$ cat config.mk
export PLATFORM = sky130hd
export DESIGN_NAME = prescaler_bank
export DESIGN_NICKNAME = d
export VERILOG_FILES = /design/src/rtl/prescaler_bank.sv
export SDC_FILE = /design/constraint.sdc
export NUM_CORES = 1
export LEC_CHECK = 0
export CORE_MARGIN = 2
export CORE_UTILIZATION = 61
export CTS_BUF_LIST = sky130_fd_sc_hd__clkbuf_8
export DETAILED_ROUTE_END_ITERATION = 16
export PLACE_DENSITY_LB_ADDON = 0.1
export SLEW_MARGIN = 20
export SYNTH_ARGS = -nofsm -noshare
export SYNTH_HDL_FRONTEND = slang
export SYNTH_SLANG_ARGS = --single-unit
$ cat constraint.sdc
create_clock -name clk -period 9.1 [get_ports clk]
set_input_delay 2.275 -clock clk [delete_from_list [all_inputs] [get_ports clk]]
set_output_delay 2.275 -clock clk [all_outputs]
set_load 0.02 [all_outputs]
$ cat src/rtl/prescaler_bank.sv
// Bank of programmable clock-enable prescalers. Each lane owns a double-buffered
// divide value, free-run/one-shot modes, and shares the global en/sync strobes.

module prescaler_lane #(
  parameter int WIDTH       = 16,
  parameter int DEFAULT_DIV = 128
) (
  input  logic             clk,
  input  logic             rst,
  input  logic             en,
  input  logic             sync,
  input  logic             load,
  input  logic             oneshot,
  input  logic [WIDTH-1:0] div_in,
  output logic             tick,
  output logic             level,
  output logic             done
);
  localparam logic [WIDTH-1:0] DEF = DEFAULT_DIV[WIDTH-1:0];

  logic [WIDTH-1:0] cnt, active, shadow;
  logic             pending;

  always_ff @(posedge clk or posedge rst) begin
    if (rst) begin
      cnt     <= '0;
      active  <= DEF;
      shadow  <= DEF;
      pending <= 1'b0;
      tick    <= 1'b0;
      level   <= 1'b0;
      done    <= 1'b0;
    end else if (sync) begin
      cnt   <= '0;
      tick  <= 1'b0;
      level <= 1'b0;
      done  <= 1'b0;
      if (load) begin
        active  <= div_in;
        shadow  <= div_in;
        pending <= 1'b0;
      end else if (pending) begin
        active  <= shadow;
        pending <= 1'b0;
      end
    end else if (load && done) begin
      // re-arm a stopped one-shot: new divide takes effect immediately
      active  <= div_in;
      shadow  <= div_in;
      pending <= 1'b0;
      done    <= 1'b0;
      cnt     <= '0;
      tick    <= 1'b0;
    end else begin
      if (!en) begin
        tick <= 1'b0;
      end else if (done) begin
        cnt  <= '0;
        tick <= 1'b0;
      end else if (cnt == active) begin
        cnt   <= '0;
        tick  <= 1'b1;
        level <= ~level;
        if (pending) begin
          active  <= shadow;
          pending <= 1'b0;
        end
        if (oneshot) done <= 1'b1;
      end else begin
        cnt  <= cnt + 1'b1;
        tick <= 1'b0;
      end
      // a load landing on the TC cycle must stay pending for the next TC
      if (load) begin
        shadow  <= div_in;
        pending <= 1'b1;
      end
    end
  end
endmodule

module prescaler_bank #(
  parameter int CHANNELS    = 4,
  parameter int WIDTH       = 16,
  parameter int DEFAULT_DIV = 128
) (
  input  logic                clk,
  input  logic                rst,
  input  logic                en,
  input  logic                sync,
  input  logic [CHANNELS-1:0] load,
  input  logic [WIDTH-1:0]    div_in,
  input  logic [CHANNELS-1:0] oneshot,
  output logic [CHANNELS-1:0] tick,
  output logic [CHANNELS-1:0] level,
  output logic [CHANNELS-1:0] done
);
  prescaler_lane #(
    .WIDTH      (WIDTH),
    .DEFAULT_DIV(DEFAULT_DIV)
  ) u_lane [CHANNELS-1:0] (
    .clk    (clk),
    .rst    (rst),
    .en     (en),
    .sync   (sync),
    .load   (load),
    .oneshot(oneshot),
    .div_in (div_in),
    .tick   (tick),
    .level  (level),
    .done   (done)
  );
endmodule
==> summary by stage <==
Synthesis
The average instance in the mapped netlist occupies 10.18 um2. The number of different library cells used by synthesis comes to 58. The most used flip-flop cell after synthesis is sky130_fd_sc_hd__dfrtp_1.

The simple logic cell fraction of the synthesized area is roughly 18%. The compound-gate portion of the synthesized area is 15.35%. The register area share after synthesis is a little under half.

Counting flops and latches in the post-synthesis netlist gives approximately 210. The mux contribution to synthesized area is roughly 7.4%. After Yosys synthesis, XOR and XNOR cells account for between 8 and 9% of the synthesized area.

The share of synthesized flip-flops with an asynchronous set or reset is 100.0%. The dominant combinational cell family by area after synthesis is simple AND/OR/NAND/NOR gates. The synthesized design contains 0 enable-type register cells. After technology mapping, the gate count stands at approximately 1100.

The arithmetic-cell share of the synthesized area counting full adders, half adders and majority gates is less than 1%. Yosys printed 0 warnings. Summing every instance area after synthesis gives between 0.01 and 0.015 mm2. Synthesis produced a netlist with a net count of around 1100.

Floorplanning
The floorplan step defined a die boundary enclosing a little under 0.02 mm2. The overall die width is 138.9 um. The cell row count is 49.

The core region is around 0.018 mm2. The starting density of the core is 61.98%. From bottom edge to top edge, the die measures 138.9 um. Pin placement for this block handled 40 I/O pins.

Run status
The run finished with clean final reports.

Routing
The first routing iteration left 687 violations. After detailed routing, the number of remaining DRC violations is 0. The routed length per placed instance is between 15 and 20 um. The via count normalized by instance count is 6.313. The via count is between 8000 and 9000. The antenna violation net count after detailed routing is 0. The total iterations of the first detailed-routing run is 5. Wires add up to ~26000 um.

Power
The worst-case IR drop observed on VDD is approximately 0.12 mV. Power comes to around 2.3 mW. Summed over all cells, the static leakage comes to 5.055 nW.

Power spread over the standard cell area amounts to approximately 190 mW/mm2.

Setup path
By instance count, the cell type seen most on the critical path is sky130_fd_sc_hd__nor2_1. In this run the critical register-to-register path is captured at u_lane[2].active[12]$_DFFE_PP0P_. The number of buffer and inverter stages on the critical path is 1.

In this design, the stage delay of the slowest critical-path cell is between 1 and 1.5 ns. Across all register-to-register paths, the minimum setup slack is 6.52 ns. The startpoint identified for the worst register-to-register timing path is u_lane[2].cnt[6]$_DFFE_PP0P_.

Data on the critical path is required at its endpoint by between 9 and 10 ns. The worst reg2reg path depth is 5. At the worst endpoint, the arrival time is between 5 and 6 ns. The signal on the critical path passes through clkdlybuf4s50_1 > o21ai_2 > nor2b_1 > nor2_1 > nor2_1 > a22oi_1. STA classifies the critical path endpoint as a flip-flop. The maximum fanout along the worst path is 21. The cell type group with the largest total delay on the critical path is simple AND/OR/NAND/NOR gates. The critical path in this run is classified as input pin to flip-flop. The highest-delay cell along the critical path is sky130_fd_sc_hd__clkdlybuf4s50_1. The worst setup path is launched from an input pin.

Global routing
The largest net degree at the start of global routing is 130. After global routing, the most crowded layer is met2. The global route total overflow is 0. The number of antenna violations at the first check in global routing was 1. Global routing used ~27% of the available tracks.

In the global route stage, met2 resource usage came out at around 41%. The first-pass GRT wire length is roughly 43000 um. The met3 routing resource usage after global routing is between 3 and 4%. The global-route met1 utilization is around two fifths.

The number of global-route vias before repair is roughly 8000.

Timing
The worst clock skew on the final layout is approximately 0.011 ns. The worst-case setup margin in the final layout is roughly 4.4 ns. Dividing the final minimum period by the clock period gives about half.

The shortest period the worst path allows is 4.690 ns. The setup total negative slack is 0 ns. The count of final setup violators is 0. The worst-case headroom to the max-slew limit is approximately 28%. For the pin with the worst max-slew slack, the measured transition is about 1.1 ns. Static timing analysis puts the maximum clock frequency at around 0.21 GHz. The number of hold violations in the final report is 0. The worst hold-check slack is slightly above 0.5 ns. The final count of pins violating max slew is 0.

Setup repair after global routing left no endpoint under its margin.

Clocking
After clock tree synthesis, the clock-pin slew on the worst setup and hold paths is ~0.06 ns. The latest clock arrival within the worst-skew pair is ~0.54 ns. The clock drives between 200 and 250 sinks.

TritonCTS built the clock tree. In this run the deepest clock path goes through 3 buffers. The clock root buffer is sky130_fd_sc_hd__clkbuf_8.

The total number of H-tree levels is 2. The number of hold buffers added after CTS is 0. The number of buffers added for setup after CTS is 0. The number of cells upsized or downsized after cts is 0. Clock tree synthesis inserted a total of 36 buffers.

Worst hold path
The worst hold path belongs to the class flip-flop to flip-flop. The instance count along the most critical hold path is 1.

Cells and area
The share of final-layout standard cells stronger than drive strength 1 is between 10% and 20%. The net count of the finished layout is between 1000 and 1500. The antenna diode count is 0. The layout-stage area growth over the synthesis result is 10.56%.

Place
Input and output buffers added on the ports amount to 39. OpenSTA, run right after detailed placement, puts the worst setup slack at approximately 3.6 ns. After legalization and detailed placement, the total HPWL measured 16600 um. Routability-driven placement finished with a final weighted congestion of between 0.8 and 0.9.

Run
The number of max-cap violations is 0.
## per-stage QoR
step	instances	instance area (um2)	utilization, %
4_1_cts	1358	12240	68.39
5_1_grt	1359	12270	68.52
2_1_floorplan	1090	11100	-
6_report	1359	12270	68.52
3_3_place_gp	1292	11510	64.27
3_5_place_dp	1292	11510	64.27
## layout by cell type, fill, tap and decap left out, types with 3 or more instances in the layout
| cell type | count |
|---|---|
| sky130_fd_sc_hd__o311ai_0 | 4 |
| sky130_fd_sc_hd__xnor2_1 | 22 |
| sky130_fd_sc_hd__o211ai_1 | 3 |
| sky130_fd_sc_hd__nand2b_1 | 9 |
| sky130_fd_sc_hd__a22oi_1 | 17 |
| sky130_fd_sc_hd__o21ai_1 | 5 |
| sky130_fd_sc_hd__clkdlybuf4s50_1 | 39 |
| sky130_fd_sc_hd__a22oi_2 | 20 |
| sky130_fd_sc_hd__nand3_1 | 32 |
| sky130_fd_sc_hd__nor2_1 | 134 |
| sky130_fd_sc_hd__and3_1 | 12 |
| sky130_fd_sc_hd__a311o_1 | 3 |
| sky130_fd_sc_hd__dfrtp_1 | 200 |
| sky130_fd_sc_hd__and4_1 | 4 |
| sky130_fd_sc_hd__a21oi_1 | 13 |
| sky130_fd_sc_hd__o22a_1 | 27 |
| sky130_fd_sc_hd__nor3_1 | 39 |
| sky130_fd_sc_hd__o221ai_1 | 27 |
| sky130_fd_sc_hd__a31oi_1 | 5 |
| sky130_fd_sc_hd__o21ai_0 | 13 |
| sky130_fd_sc_hd__nand2_1 | 58 |
| sky130_fd_sc_hd__dfstp_2 | 8 |
| sky130_fd_sc_hd__nor2b_1 | 11 |
| sky130_fd_sc_hd__and2_1 | 6 |
| sky130_fd_sc_hd__mux2_2 | 68 |
| sky130_fd_sc_hd__nand4_1 | 21 |
| sky130_fd_sc_hd__clkbuf_8 | 48 |
| sky130_fd_sc_hd__nor4_1 | 14 |
| sky130_fd_sc_hd__or3_1 | 33 |
| sky130_fd_sc_hd__inv_1 | 24 |
| sky130_fd_sc_hd__ha_1 | 4 |
| sky130_fd_sc_hd__xor2_1 | 83 |
| sky130_fd_sc_hd__a211oi_1 | 30 |
| sky130_fd_sc_hd__nor4_2 | 7 |
| sky130_fd_sc_hd__o22ai_1 | 32 |
| sky130_fd_sc_hd__mux2i_1 | 5 |
| sky130_fd_sc_hd__buf_4 | 16 |
## synth_stat cells (3+ instances only)
cell,n,area [um2]
sky130_fd_sc_hd__a21oi_1,14,70.07
sky130_fd_sc_hd__nand2_1,58,217.7
sky130_fd_sc_hd__nand3_1,32,160.2
sky130_fd_sc_hd__buf_6,3,33.78
sky130_fd_sc_hd__ha_1,4,50.05
sky130_fd_sc_hd__clkbuf_1,45,168.9
sky130_fd_sc_hd__o22a_1,27,236.5
sky130_fd_sc_hd__o221ai_1,27,236.5
sky130_fd_sc_hd__mux2i_1,5,50.05
sky130_fd_sc_hd__a22oi_2,20,250.2
sky130_fd_sc_hd__and2_1,6,37.54
sky130_fd_sc_hd__a211oi_1,30,225.2
sky130_fd_sc_hd__xor2_1,83,727.0
sky130_fd_sc_hd__buf_2,12,60.06
sky130_fd_sc_hd__and3_1,12,75.07
sky130_fd_sc_hd__a311o_1,3,30.03
sky130_fd_sc_hd__buf_1,8,30.03
sky130_fd_sc_hd__o21ai_0,14,70.07
sky130_fd_sc_hd__nor3_1,39,195.2
sky130_fd_sc_hd__buf_4,14,105.1
sky130_fd_sc_hd__inv_1,10,37.54
sky130_fd_sc_hd__and4_1,4,35.03
sky130_fd_sc_hd__nand4_1,21,131.4
sky130_fd_sc_hd__or3_1,33,206.5
sky130_fd_sc_hd__a31oi_1,5,31.28
sky130_fd_sc_hd__dfrtp_1,200,5005
sky130_fd_sc_hd__o311ai_0,4,35.03
sky130_fd_sc_hd__nor2_1,134,503.0
sky130_fd_sc_hd__a22oi_1,17,127.6
sky130_fd_sc_hd__o21ai_1,5,25.02
sky130_fd_sc_hd__nor2b_1,11,68.82
sky130_fd_sc_hd__dfstp_2,8,210.2
sky130_fd_sc_hd__nor4_1,14,87.58
sky130_fd_sc_hd__o22ai_1,32,200.2
sky130_fd_sc_hd__xnor2_1,22,192.7
sky130_fd_sc_hd__nor4_2,7,87.58
sky130_fd_sc_hd__o211ai_1,3,22.52
sky130_fd_sc_hd__mux2_2,68,765.7
sky130_fd_sc_hd__nand2b_1,9,56.30
## worst max-delay path by stage
stage	from	endpoint	slack, ns	cells after the start
final	load[3]	u_lane[3].active[13]$_DFFE_PP0P_	4.41	6
after global routing	load[3]	u_lane[3].active[15]$_DFFE_PP0P_	4.19	6
after CTS	load[3]	u_lane[3].active[5]$_DFFE_PP0P_	4.19	6
after detailed placement	load[3]	u_lane[3].active[5]$_DFFE_PP0P_	3.65	6
after global placement	load[3]	u_lane[3].active[15]$_DFFE_PP0P_	3.70	6
after floorplan	rst	async pin	1.16	1
## power breakdown
| part | internal, mW | switching, mW | total [mW] |
|---|---|---|---|
| Sequential | 1.02 | 0.0833 | 1.10 |
| Clock | 0.471 | 0.387 | 0.858 |
| Combinational | 0.152 | 0.178 | 0.330 |
| Total | 1.64 | 0.648 | 2.29 |
## layer usage
layer,routed length (um),vias up
li1,-,4032
met1,11920,4251
met2,11960,251
met3,1516,46
met4,551,0
met5,0,-
## final cells by class
class / instances / area [um2]
fill: 1421 / 5635
multi-input combinational: 790 / 5453
sequential: 208 / 5215
clock buffer: 48 / 660.6
timing repair buffer: 56 / 530.5
tap: 229 / 286.5
clock inverter: 18 / 76.32
inverter: 10 / 45.04
## cell families (layout without fill, tap and decap cells)
kind of cell / Yosys count / after routing
AND/OR/NAND/NOR: 391 / 391
AO/OA/AOI/OAI: 217 / 217
flip-flops: 208 / 208
XOR/XNOR: 105 / 105
buffers and inverters: 92 / 132
multiplexers: 73 / 73
adder cells (fa/ha/maj): 4 / 4
Note: power is estimated with default switching activity, not from simulation.
